<file path="src/rtl/sdram_capture_writer.sv">
// ADC capture writer: buffers 16-bit samples in a small FIFO and drains them as
// single-word SDRAM write requests over a Req/Ack user port, covering one block.
module sdram_capture_writer #(
  parameter int FIFO_DEPTH  = 16,
  parameter int ACK_TIMEOUT = 1024
) (
  input  logic        Clk,
  input  logic        Reset,
  input  logic [15:0] Sample,
  input  logic        SampleValid,
  input  logic        Start,
  input  logic [21:0] BaseAddr,
  input  logic [21:0] Length,
  output logic        Active,
  output logic        Done,
  output logic        Overflow,
  output logic        Timeout,
  output logic [21:0] WordsWritten,
  output logic        Req,
  output logic        WnR,
  output logic [21:0] Address,
  output logic [15:0] Data,
  input  logic        Ack,
  input  logic        Busy
);

  localparam int AW = $clog2(FIFO_DEPTH);
  localparam int TW = $clog2(ACK_TIMEOUT + 1);
  localparam logic [AW:0]   FULL_CNT = (AW+1)'(FIFO_DEPTH);
  localparam logic [TW-1:0] TO_LIMIT = TW'(ACK_TIMEOUT);

  typedef enum logic [1:0] {S_IDLE, S_RUN, S_REQ, S_DONE} state_t;

  state_t        state_q;
  logic [15:0]   mem_q [FIFO_DEPTH];
  logic [AW-1:0] wp_q, rp_q;
  logic [AW:0]   cnt_q;
  logic [21:0]   base_q, len_q, push_cnt_q, words_q, addr_q;
  logic [15:0]   data_q;
  logic          req_q, active_q, done_q, ovf_q, to_q;
  logic [TW-1:0] tcnt_q;

  logic          start_ok, full, empty, want_push, do_push, do_pop;
  logic [21:0]   words_d;
  logic [TW-1:0] tcnt_d;

  assign start_ok  = Start && ((state_q == S_IDLE) || (state_q == S_DONE));
  assign full      = (cnt_q == FULL_CNT);
  assign empty     = (cnt_q == '0);
  assign want_push = active_q && SampleValid && (push_cnt_q < len_q);
  assign do_push   = want_push && !full;
  // Ack must be low before a new request so the previous write's Ack is never recounted.
  assign do_pop    = (state_q == S_RUN) && (len_q != '0) && !empty && !Busy && !Ack;
  assign words_d   = words_q + 22'd1;
  assign tcnt_d    = tcnt_q + 1'b1;

  always_ff @(posedge Clk) begin
    if (do_push) mem_q[wp_q] <= Sample;
  end

  always_ff @(posedge Clk) begin
    if (Reset) begin
      state_q    <= S_IDLE;
      wp_q       <= '0;
      rp_q       <= '0;
      cnt_q      <= '0;
      base_q     <= '0;
      len_q      <= '0;
      push_cnt_q <= '0;
      words_q    <= '0;
      addr_q     <= '0;
      data_q     <= '0;
      req_q      <= 1'b0;
      active_q   <= 1'b0;
      done_q     <= 1'b0;
      ovf_q      <= 1'b0;
      to_q       <= 1'b0;
      tcnt_q     <= '0;
    end else begin
      if (do_push) begin
        wp_q       <= wp_q + 1'b1;
        push_cnt_q <= push_cnt_q + 22'd1;
      end else if (want_push) begin
        ovf_q <= 1'b1;
      end
      if (do_pop) rp_q <= rp_q + 1'b1;
      case ({do_push, do_pop})
        2'b10:   cnt_q <= cnt_q + 1'b1;
        2'b01:   cnt_q <= cnt_q - 1'b1;
        default: ;
      endcase

      case (state_q)
        S_IDLE, S_DONE: begin
          if (start_ok) begin
            base_q     <= BaseAddr;
            len_q      <= Length;
            done_q     <= 1'b0;
            ovf_q      <= 1'b0;
            to_q       <= 1'b0;
            words_q    <= '0;
            push_cnt_q <= '0;
            wp_q       <= '0;
            rp_q       <= '0;
            cnt_q      <= '0;
            active_q   <= 1'b1;
            state_q    <= S_RUN;
          end
        end
        S_RUN: begin
          if (len_q == '0) begin
            active_q <= 1'b0;
            done_q   <= 1'b1;
            state_q  <= S_DONE;
          end else if (do_pop) begin
            data_q  <= mem_q[rp_q];
            addr_q  <= base_q + words_q;
            req_q   <= 1'b1;
            tcnt_q  <= '0;
            state_q <= S_REQ;
          end
        end
        S_REQ: begin
          if (Ack) begin
            req_q   <= 1'b0;
            words_q <= words_d;
            if (words_d == len_q) begin
              active_q <= 1'b0;
              done_q   <= 1'b1;
              state_q  <= S_DONE;
            end else begin
              state_q <= S_RUN;
            end
          end else if (tcnt_d == TO_LIMIT) begin
            req_q    <= 1'b0;
            to_q     <= 1'b1;
            active_q <= 1'b0;
            done_q   <= 1'b1;
            state_q  <= S_DONE;
          end else begin
            tcnt_q <= tcnt_d;
          end
        end
        default: state_q <= S_IDLE;
      endcase
    end
  end

  assign Active       = active_q;
  assign Done         = done_q;
  assign Overflow     = ovf_q;
  assign Timeout      = to_q;
  assign WordsWritten = words_q;
  assign Req          = req_q;
  assign WnR          = 1'b1;
  assign Address      = addr_q;
  assign Data         = data_q;

endmodule
</file>
<file path="config.mk">
export PLATFORM = sky130hd
export DESIGN_NAME = sdram_capture_writer
export DESIGN_NICKNAME = d
export VERILOG_FILES = /design/src/rtl/sdram_capture_writer.sv
export SDC_FILE = /design/constraint.sdc
export NUM_CORES = 1
export LEC_CHECK = 0
export ABC_AREA = 1
export CORE_MARGIN = 4
export CORE_UTILIZATION = 45
export CTS_CLUSTER_SIZE = 24
export DETAILED_ROUTE_END_ITERATION = 16
export GPL_ROUTABILITY_DRIVEN = 0
export MAX_ROUTING_LAYER = met4
export SYNTH_ARGS = -nofsm -noshare
export SYNTH_HDL_FRONTEND = slang
export SYNTH_SLANG_ARGS = --single-unit
</file>
<file path="constraint.sdc">
create_clock -name Clk -period 4.6 [get_ports Clk]
set_clock_uncertainty 0.15 [all_clocks]
set_input_delay 0.46 -clock Clk [delete_from_list [all_inputs] [get_ports Clk]]
set_output_delay 0.46 -clock Clk [all_outputs]
set_load 0.03 [all_outputs]
</file>
==> out/results.txt, run 1 <==
The cell area after placement was 0.0208 mm2; the count of flip-flops with a built-in enable after synthesis was 256. The run gives 0 as the final hold violation count. Summed over all layers, the routed wires come to 53500 um.

The length in cells of the worst reg-to-reg path is 18, and the synthesized instance count is 2040. In this run the static leakage power is 7.91 nW. The clock transition at the registers of the reported paths was 0.06 ns. Die outline width: 213 um. The headroom to the max-slew limit is 25.4%.

The number of antenna violations at the first check in global routing was 1. The number of H-tree levels was 2. The run gives 132 as the top-level port count. The number of warnings printed during yosys synthesis is 0. For this design, the sink count on the clock tree is 413. The synthesized net count is 2164. The count of buffers from port buffering works out to 130.

The maximum fanout encountered on the critical timing path works out to 15. The first global-routing pass estimated 82600 um of wire. After synthesis, flip-flops and latches occupy 57.2% of the total area. The async set or reset register ratio after synthesis was 0%; the number of buffers inserted to repair setup after CTS was 0. After clock tree synthesis, the repair step resized 0 gates.

Across the run, the number of max-cap violations was 0. The area of the core region came out at 0.0412 mm2. The number of vias per cell is 5.57. The tools report the count of final max-slew check failures as 0.

The run finished with clean final reports. The later pin in the worst-skew pair is clocked with a latency of 0.59 ns. The row count is 74, and the part of the cycle the worst path needs is 78.6%. For the total negative setup slack, the log shows 0 ns.

Once the floorplan was initialized, standard cells occupied 46.0% of the core. Measured along the y axis, the die boundary spans 213 um. The tightest min-delay check is of the in -> reg type. Counting the buffers created by CTS gives 45. The detail route stage leaves a number of antenna-violating nets equal to 0. Each instance of the synthesized netlist takes up on average 9.28 um2. In this run the power density over the cells is 427 mW/mm2.

After the first detailed-routing iteration, the DRC count stood at 1187. VDD sags by at most 0.000332 V. The highest clock rate was 0.276 GHz; the number of hold-repair buffers added at the cts stage was 0. The post-detailed-route wirelength per cell was 19.7 um.

The floorplan step defined a die boundary enclosing 0.0454 mm2. The depth of the worst hold-timing path was 4. The worst setup path is captured at a flop. For this run, the leading register cell type out of synthesis is sky130_fd_sc_hd__edfxtp_1. STA classifies the critical path startpoint as a flop. The number of storage elements in the synthesis netlist was 413; the global routing usage summed across all routing layers was 24.0%. TritonCTS built the clock tree.

Setup repair after global routing left no endpoint under its margin. At the pin with the least slew margin, the transition time is 1.12 ns. The tools report the required time of the critical path as 4.91 ns. Cell area after layout: 0.0222 mm2. Worst setup path category: reg -> reg.

The detailed-route via count is 15115. The total number of nets in the final design came out at 2270. Master cell of the clock root buffer: sky130_fd_sc_hd__clkbuf_16. The clock period minus worst slack works out to 3.62 ns.

The number of different library cells used by synthesis comes to 49. The post-route netlist has 6.33% of its cells at a drive strength greater than 1. The share of the core filled with cells was 53.9%; the DRC violation count after routing was 0.

The logs give 7 for the detailed-router iteration count before antenna repair and 105 for the largest net degree at the start of global routing. The total overflow left after global routing is 0. The number of setup violations in the final report was 0; the via count of the first global-routing pass was 14583. The estimated wirelength of the detail-placed design is 35000 um, and the growth of design area from synthesis to finish is 17.3%.

The worst endpoint data arrival time is 3.93 ns, and the area of the mapped netlist is 0.0189 mm2. The largest buffer count on any clock path came out at 3.
[flip-flops by register name (all words and copies together), names as in the netlist, 4 cells and up]
signal / count
base_q: 22
Address: 22
rp_q: 4
wp_q: 4
push_cnt_q: 22
cnt_q: 5
mem_q: 256
WordsWritten: 22
tcnt_q: 11
len_q: 22
Data: 16
[area by class of cell]
| type | count | area [um2] |
|---|---|---|
| clock buffer | 62 | 1220 |
| multi-input combinational | 1390 | 7250 |
| sequential | 413 | 10800 |
| timing repair buffer | 158 | 1540 |
| inverter | 138 | 519 |
| antenna | 1 | 2.50 |
| tap | 532 | 666 |
| clock inverter | 19 | 173 |
| fill | 3714 | 19000 |
[cell usage after synthesis (3+ instances only)]
master | count | area [um2]
sky130_fd_sc_hd__a21boi_0 | 4 | 30.0
sky130_fd_sc_hd__dfxtp_1 | 157 | 3140
sky130_fd_sc_hd__clkbuf_1 | 88 | 330
sky130_fd_sc_hd__nor2_1 | 306 | 1150
sky130_fd_sc_hd__nor4_1 | 9 | 56.3
sky130_fd_sc_hd__o21bai_1 | 8 | 60.1
sky130_fd_sc_hd__nor2_2 | 5 | 31.3
sky130_fd_sc_hd__o21ai_1 | 3 | 15.0
sky130_fd_sc_hd__o22ai_1 | 38 | 238
sky130_fd_sc_hd__nand3_1 | 102 | 510
sky130_fd_sc_hd__buf_2 | 5 | 25.0
sky130_fd_sc_hd__a21oi_1 | 124 | 621
sky130_fd_sc_hd__a21o_1 | 4 | 30.0
sky130_fd_sc_hd__xnor2_1 | 12 | 105
sky130_fd_sc_hd__nand2_1 | 286 | 1070
sky130_fd_sc_hd__nand3_2 | 4 | 40.0
sky130_fd_sc_hd__o21a_1 | 7 | 52.6
sky130_fd_sc_hd__nor3_1 | 30 | 150
sky130_fd_sc_hd__nand4_1 | 20 | 125
sky130_fd_sc_hd__o211ai_1 | 8 | 60.1
sky130_fd_sc_hd__ha_1 | 56 | 701
sky130_fd_sc_hd__xor2_1 | 23 | 201
sky130_fd_sc_hd__buf_1 | 3 | 11.3
sky130_fd_sc_hd__inv_1 | 134 | 503
sky130_fd_sc_hd__o21ai_0 | 270 | 1350
sky130_fd_sc_hd__a31oi_1 | 20 | 125
sky130_fd_sc_hd__o221ai_1 | 26 | 228
sky130_fd_sc_hd__edfxtp_1 | 256 | 7690
[worst max-delay path, cell delays in order (launching register included)]
cell and delay (ns):
sky130_fd_sc_hd__dfxtp_1 0.36, sky130_fd_sc_hd__inv_1 0.08, sky130_fd_sc_hd__ha_1 0.28, sky130_fd_sc_hd__a21boi_0 0.12, sky130_fd_sc_hd__o21ai_0 0.17, sky130_fd_sc_hd__o211ai_1 0.14
sky130_fd_sc_hd__nand3_1 0.09, sky130_fd_sc_hd__nand3_1 0.09, sky130_fd_sc_hd__nor2_1 0.13, sky130_fd_sc_hd__nand2_1 0.32, sky130_fd_sc_hd__ha_1 0.42, sky130_fd_sc_hd__ha_1 0.35
sky130_fd_sc_hd__a21o_1 0.17, sky130_fd_sc_hd__a31oi_1 0.13, sky130_fd_sc_hd__inv_1 0.06, sky130_fd_sc_hd__a21oi_1 0.10, sky130_fd_sc_hd__o21ai_0 0.11, sky130_fd_sc_hd__o21ai_0 0.16
sky130_fd_sc_hd__a21oi_1 0.05
[worst paths after layout]
check	from	to	slack, ns
max reg2reg	len_q[1]	cnt_q[4]	0.98
min reg2reg	Req	Req	0.30
min	Reset	Active	0.22
max	len_q[1]	cnt_q[4]	0.98
[kinds of logic (layout without fill, tap and decap cells)]
group                    Yosys count  in the layout  share of synthesized area (%)
flip-flops                       413            413                           57.2
other                              1              2                         0.0198
adder cells (fa/ha/maj)           58             58                           3.91
AO/OA/AOI/OAI                    520            520                           15.3
multiplexers                       1              1                         0.0529
buffers and inverters            237            377                           4.78
XOR/XNOR                          36             36                           1.74
AND/OR/NAND/NOR                  774            774                           17.1
[cell usage in the layout (no fill, tap or decap), types with 4 or more instances in the layout]
master	netlist	layout
sky130_fd_sc_hd__clkbuf_1	88	14
sky130_fd_sc_hd__o221ai_1	26	26
sky130_fd_sc_hd__a31oi_1	20	20
sky130_fd_sc_hd__o21ai_0	270	269
sky130_fd_sc_hd__nor2_2	5	22
sky130_fd_sc_hd__a21o_1	4	4
sky130_fd_sc_hd__o211ai_1	8	8
sky130_fd_sc_hd__o22ai_1	38	38
sky130_fd_sc_hd__xor2_1	23	23
sky130_fd_sc_hd__nand3_1	102	102
sky130_fd_sc_hd__o21bai_1	8	8
sky130_fd_sc_hd__edfxtp_1	256	256
sky130_fd_sc_hd__buf_4	2	25
sky130_fd_sc_hd__o21a_1	7	7
sky130_fd_sc_hd__xnor2_1	12	12
sky130_fd_sc_hd__clkbuf_16	0	45
sky130_fd_sc_hd__nor3_1	30	30
sky130_fd_sc_hd__clkinv_1	2	6
sky130_fd_sc_hd__a21boi_0	4	4
sky130_fd_sc_hd__nor2_1	306	288
sky130_fd_sc_hd__clkdlybuf4s50_1	0	129
sky130_fd_sc_hd__dfxtp_1	157	155
sky130_fd_sc_hd__clkinv_2	0	11
sky130_fd_sc_hd__ha_1	56	56
sky130_fd_sc_hd__nor4_1	9	9
sky130_fd_sc_hd__o21ai_1	3	4
sky130_fd_sc_hd__a21oi_1	124	124
sky130_fd_sc_hd__nand3_2	4	4
sky130_fd_sc_hd__nand2_1	286	285
sky130_fd_sc_hd__inv_1	134	132
sky130_fd_sc_hd__nand4_1	20	20
[per-layer routing]
metal | up-vias | wire length (um) | global-route usage, %
li1 | 7355 | - | -
met1 | 7183 | 23000 | 31.2
met2 | 476 | 25300 | 38.9
met3 | 101 | 3590 | 3.73
met4 | 0 | 1510 | 7.70
met5 | - | 0 | -
[power breakdown]
group / switching (mW) / internal, mW
sequential: 0.144 / 4.16
combinational: 1.15 / 0.562
clock: 1.50 / 1.98
total: 2.79 / 6.70
[through the flow]
stage	power [mW]	instances	hold slack, ns	setup WS [ns]
6_report	9.49	2713	0.223	0.983
5_1_grt	9.96	2713	0.261	0.583
4_1_cts	9.57	2712	0.187	1.01
3_5_place_dp	6.09	2631	0.295	1.01
3_3_place_gp	6.07	2631	0.288	1.04
2_1_floorplan	5.50	2040	0.302	1.42
Power figures use the tool's default switching activity.
==> run 2, diff against run 1 <==
clock period = 3.45 ns   (was 4.6 ns; I/O delays follow)
==> run 2 against run 1 <==
Net effect: final cell count increased by 1.1%; flip-flop and latch count unchanged; global-route usage increased by 0.22 points; critical path depth unchanged; clock power increased by 39%; first-iteration DRC count increased by 21%; register-to-register slack got worse by 0.64 ns; design area increased by 1.6%; worst setup slack got worse by 0.64 ns; critical path type unchanged; critical endpoint unchanged; largest power group unchanged; highest routed layer unchanged.
==> out/results.txt, run 2 (synthesized netlist as in run 1, its figures left out) <==
The flow ran to the end, and the final reports show no timing, DRC or antenna violations. The run gives 0 (unchanged) as the number of antenna-violating nets in the routed design. Compared with the post-synthesis result, the final layout area differs by 19.2%.

The total of max-cap violations is 0 (unchanged). The top cell types in the final layout, fill and taps aside, are sky130_fd_sc_hd__nor2_1 (288), sky130_fd_sc_hd__nand2_1 (285), sky130_fd_sc_hd__o21ai_0 (268). Register containing the most flip-flops in the final layout: mem_q.

The worst setup path is captured at a flop. The total number of nets in the final design was 2296 (+1.1%); the area of the core region was 0.0412 mm2 (unchanged). The run gives 44.3% (+19 points) as the headroom to the max-slew limit. The routed wire length was 54200 um (+1.3%); the clock period minus worst slack was 3.11 ns (-0.506 ns). The number of setup violations in the final report is 0 (unchanged). Setup repair after global routing left no endpoint under its margin. The largest buffer count on any clock path came out at 3 (unchanged).

The final hold violation count came out at 0 (unchanged). The commonest non-fill, non-tap cell in the layout is sky130_fd_sc_hd__nor2_1. The tools report the internal portion of total power as 9.16 mW (+37%). The row count is 74 (unchanged), and the power density relative to cell area is 572 mW/mm2 (+34%). The number of antenna violations at the first check in global routing is 2 (+1), and the worst voltage drop across the vdd grid is 0.000384 V (+16%). For the number of DRC markers in iteration 0, the log shows 1439 (+21%). The maximum fanout encountered on the critical timing path came out at 6 (-9). The total net switching power is 3.74 mW (+34%), and the part of the cycle the worst path needs is 90.2% (+12 points). The beginning of the worst register-to-register path is len_q[15]. The tools report the number of instances resized during post-cts repair as 0 (unchanged). The tightest hold margin is 0.159 ns (-0.0638 ns).

The tools report the total negative setup slack as 0 ns (unchanged). The number of vias per cell is 5.56 (-0.17%), and the number of clock buffers inserted by TritonCTS is 46 (+2.2%). The total global routing overflow was 0 (unchanged); the die area was 0.0454 mm2 (unchanged). Post-detailed-route wirelength per cell: 19.8 um (+0.28%). Via count of the first global-routing pass: 14660 (+0.53%). The tools report the DRC violation count after routing as 0 (unchanged). The part of the total power dissipated in combinational logic is 18.1% (about the same), and the depth of the worst hold-timing path is 2 (-2). For the detailed-route via count, the log shows 15251 (+0.90%). The count of buffers from port buffering is 130 (unchanged), and the clock latency of the later-clocked register in the worst-skew pair is 0.59 ns (about the same). The path class of the lowest-slack min-delay path was in -> reg. The run gives 46.0% (unchanged) as the effective utilization at floorplan.

The tools report the number of buffers inserted to repair setup after CTS as 0 (unchanged). The number of H-tree levels was 2 (unchanged). The run gives 131 (+25%) as the largest net degree at the start of global routing. The endpoint identified for the worst register-to-register timing path is cnt_q[4]. First-pass GRT wire length: 83300 um (+0.95%). The run gives 5 (-2) as the detailed-router iteration count before antenna repair. The overall die height was 213 um (unchanged); the static leakage was 8.09 nW (+2.3%). The share of total power in sequential cells was 44.4% (-0.9 points). The number of flip-flops in the largest register works out to 256 (unchanged).

STA classifies the critical path startpoint as a flop. The actual slew at the worst max-slew pin works out to 0.835 ns (-0.284 ns). The startpoint identified for the worst hold timing path is Reset. The total number of clock tree sinks came out at 413 (unchanged). The required time of the critical path was 3.75 ns (-1.16 ns). The switching fraction of total power came out at 29.0% (-0.43 points). The length in cells of the worst reg-to-reg path works out to 18 (unchanged). The clock transition at the registers of the reported paths came out at 0.06 ns (about the same). TritonCTS built the clock tree. The tools report the highest clock rate as 0.321 GHz (+16%).

The die outline width was 213 um (unchanged); the top-level port count was 132 (unchanged). Number of hold-repair buffers added at the cts stage: 0 (unchanged). The count of final max-slew check failures was 0 (unchanged); the share of cells above drive strength 1 was 7.47% (+1.1 points). The tools report the minimum setup slack among reg-to-reg paths as 0.34 ns (-0.64 ns). The estimated wirelength of the detail-placed design is 35100 um (+0.31%). Master cell of the clock root buffer: sky130_fd_sc_hd__clkbuf_16. By startpoint and endpoint, the worst setup path is classified as reg -> reg.

The worst endpoint data arrival time was 3.41 ns (-0.52 ns); the portion of total power attributed to the clock network was 37.5% (+0.9 points). For the global routing usage summed across all routing layers, the log shows 24.2% (+0.22 points). For hold timing, the worst endpoint is WordsWritten[17].
## run 2: cell count changes in the layout (fill, tap and decap cells not counted), sizes merged
| cell | change |
|---|---|
| buf | +25 |
| clkbuf | +12 |
| clkinv | -6 |
| clkinvlp | -1 |
| inv | -1 |
## run 2: worst max path at each step
stage,slack [ns],startpoint,end,cells past startpoint
after floorplan,0.27,len_q[11],cnt_q[4],20
after global placement,0.29,len_q[15],cnt_q[4],19
after detailed placement,0.21,len_q[1],cnt_q[4],18
after CTS,0.19,len_q[1],cnt_q[4],18
after global routing,0.08,len_q[15],cnt_q[4],18
final,0.34,len_q[15],cnt_q[4],18
## run 2: per-layer routing
layer	GRT usage (%)	wire length (um)	vias to the layer above
li1	-	-	7390
met4	8.23	1680	0
met2	38.6	25200	524
met1	31.9	23800	7233
met3	3.70	3500	104
met5	-	0	-
## run 2: area by class of cell
type | count | area [um2]
diodes | 1 | 2.50
clock inverters | 11 | 155
inverters | 138 | 519
well taps | 532 | 666
fillers | 3645 | 18600
flip-flops and latches | 413 | 10800
clock buffers | 74 | 1350
multi-input cells | 1390 | 7270
repair buffers | 183 | 1770
## run 2: metrics by stage
stage	utilization, %	setup slack [ns]	area, um2	power [mW]	cells
floorplan	-	0.271	18900	7.33	2040
global placement	51.1	0.289	21000	8.10	2656
detailed placement	51.1	0.212	21000	8.15	2656
CTS	54.7	0.191	22500	13.0	2741
global route	54.8	0.0759	22600	13.5	2742
finish	54.8	0.339	22600	12.9	2742
## run 2: worst max-delay path, stage by stage, from the launching register on
cell and delay, ns:
sky130_fd_sc_hd__dfxtp_1 0.34, sky130_fd_sc_hd__inv_1 0.09, sky130_fd_sc_hd__ha_1 0.31, sky130_fd_sc_hd__nand2_1 0.06
sky130_fd_sc_hd__inv_1 0.03, sky130_fd_sc_hd__o21ai_0 0.13, sky130_fd_sc_hd__a21oi_1 0.08, sky130_fd_sc_hd__nor2_1 0.17
sky130_fd_sc_hd__nand3_1 0.13, sky130_fd_sc_hd__nor2_2 0.12, sky130_fd_sc_hd__nand2_1 0.08, sky130_fd_sc_hd__ha_2 0.25
sky130_fd_sc_hd__fa_1 0.41, sky130_fd_sc_hd__a31oi_1 0.15, sky130_fd_sc_hd__inv_1 0.07, sky130_fd_sc_hd__a21oi_1 0.11
sky130_fd_sc_hd__o21ai_0 0.13, sky130_fd_sc_hd__o21ai_1 0.14, sky130_fd_sc_hd__a21oi_1 0.05
## run 2: power groups by stage
stage                     clock network (mW)  registers (mW)  logic (mW)
after floorplan                            0            5.86        1.47
after global placement                     0            5.81        2.29
after detailed placement                   0            5.83        2.32
after CTS                               4.94            5.73        2.33
after global routing                    5.16            5.76        2.61
final                                   4.84            5.73        2.33
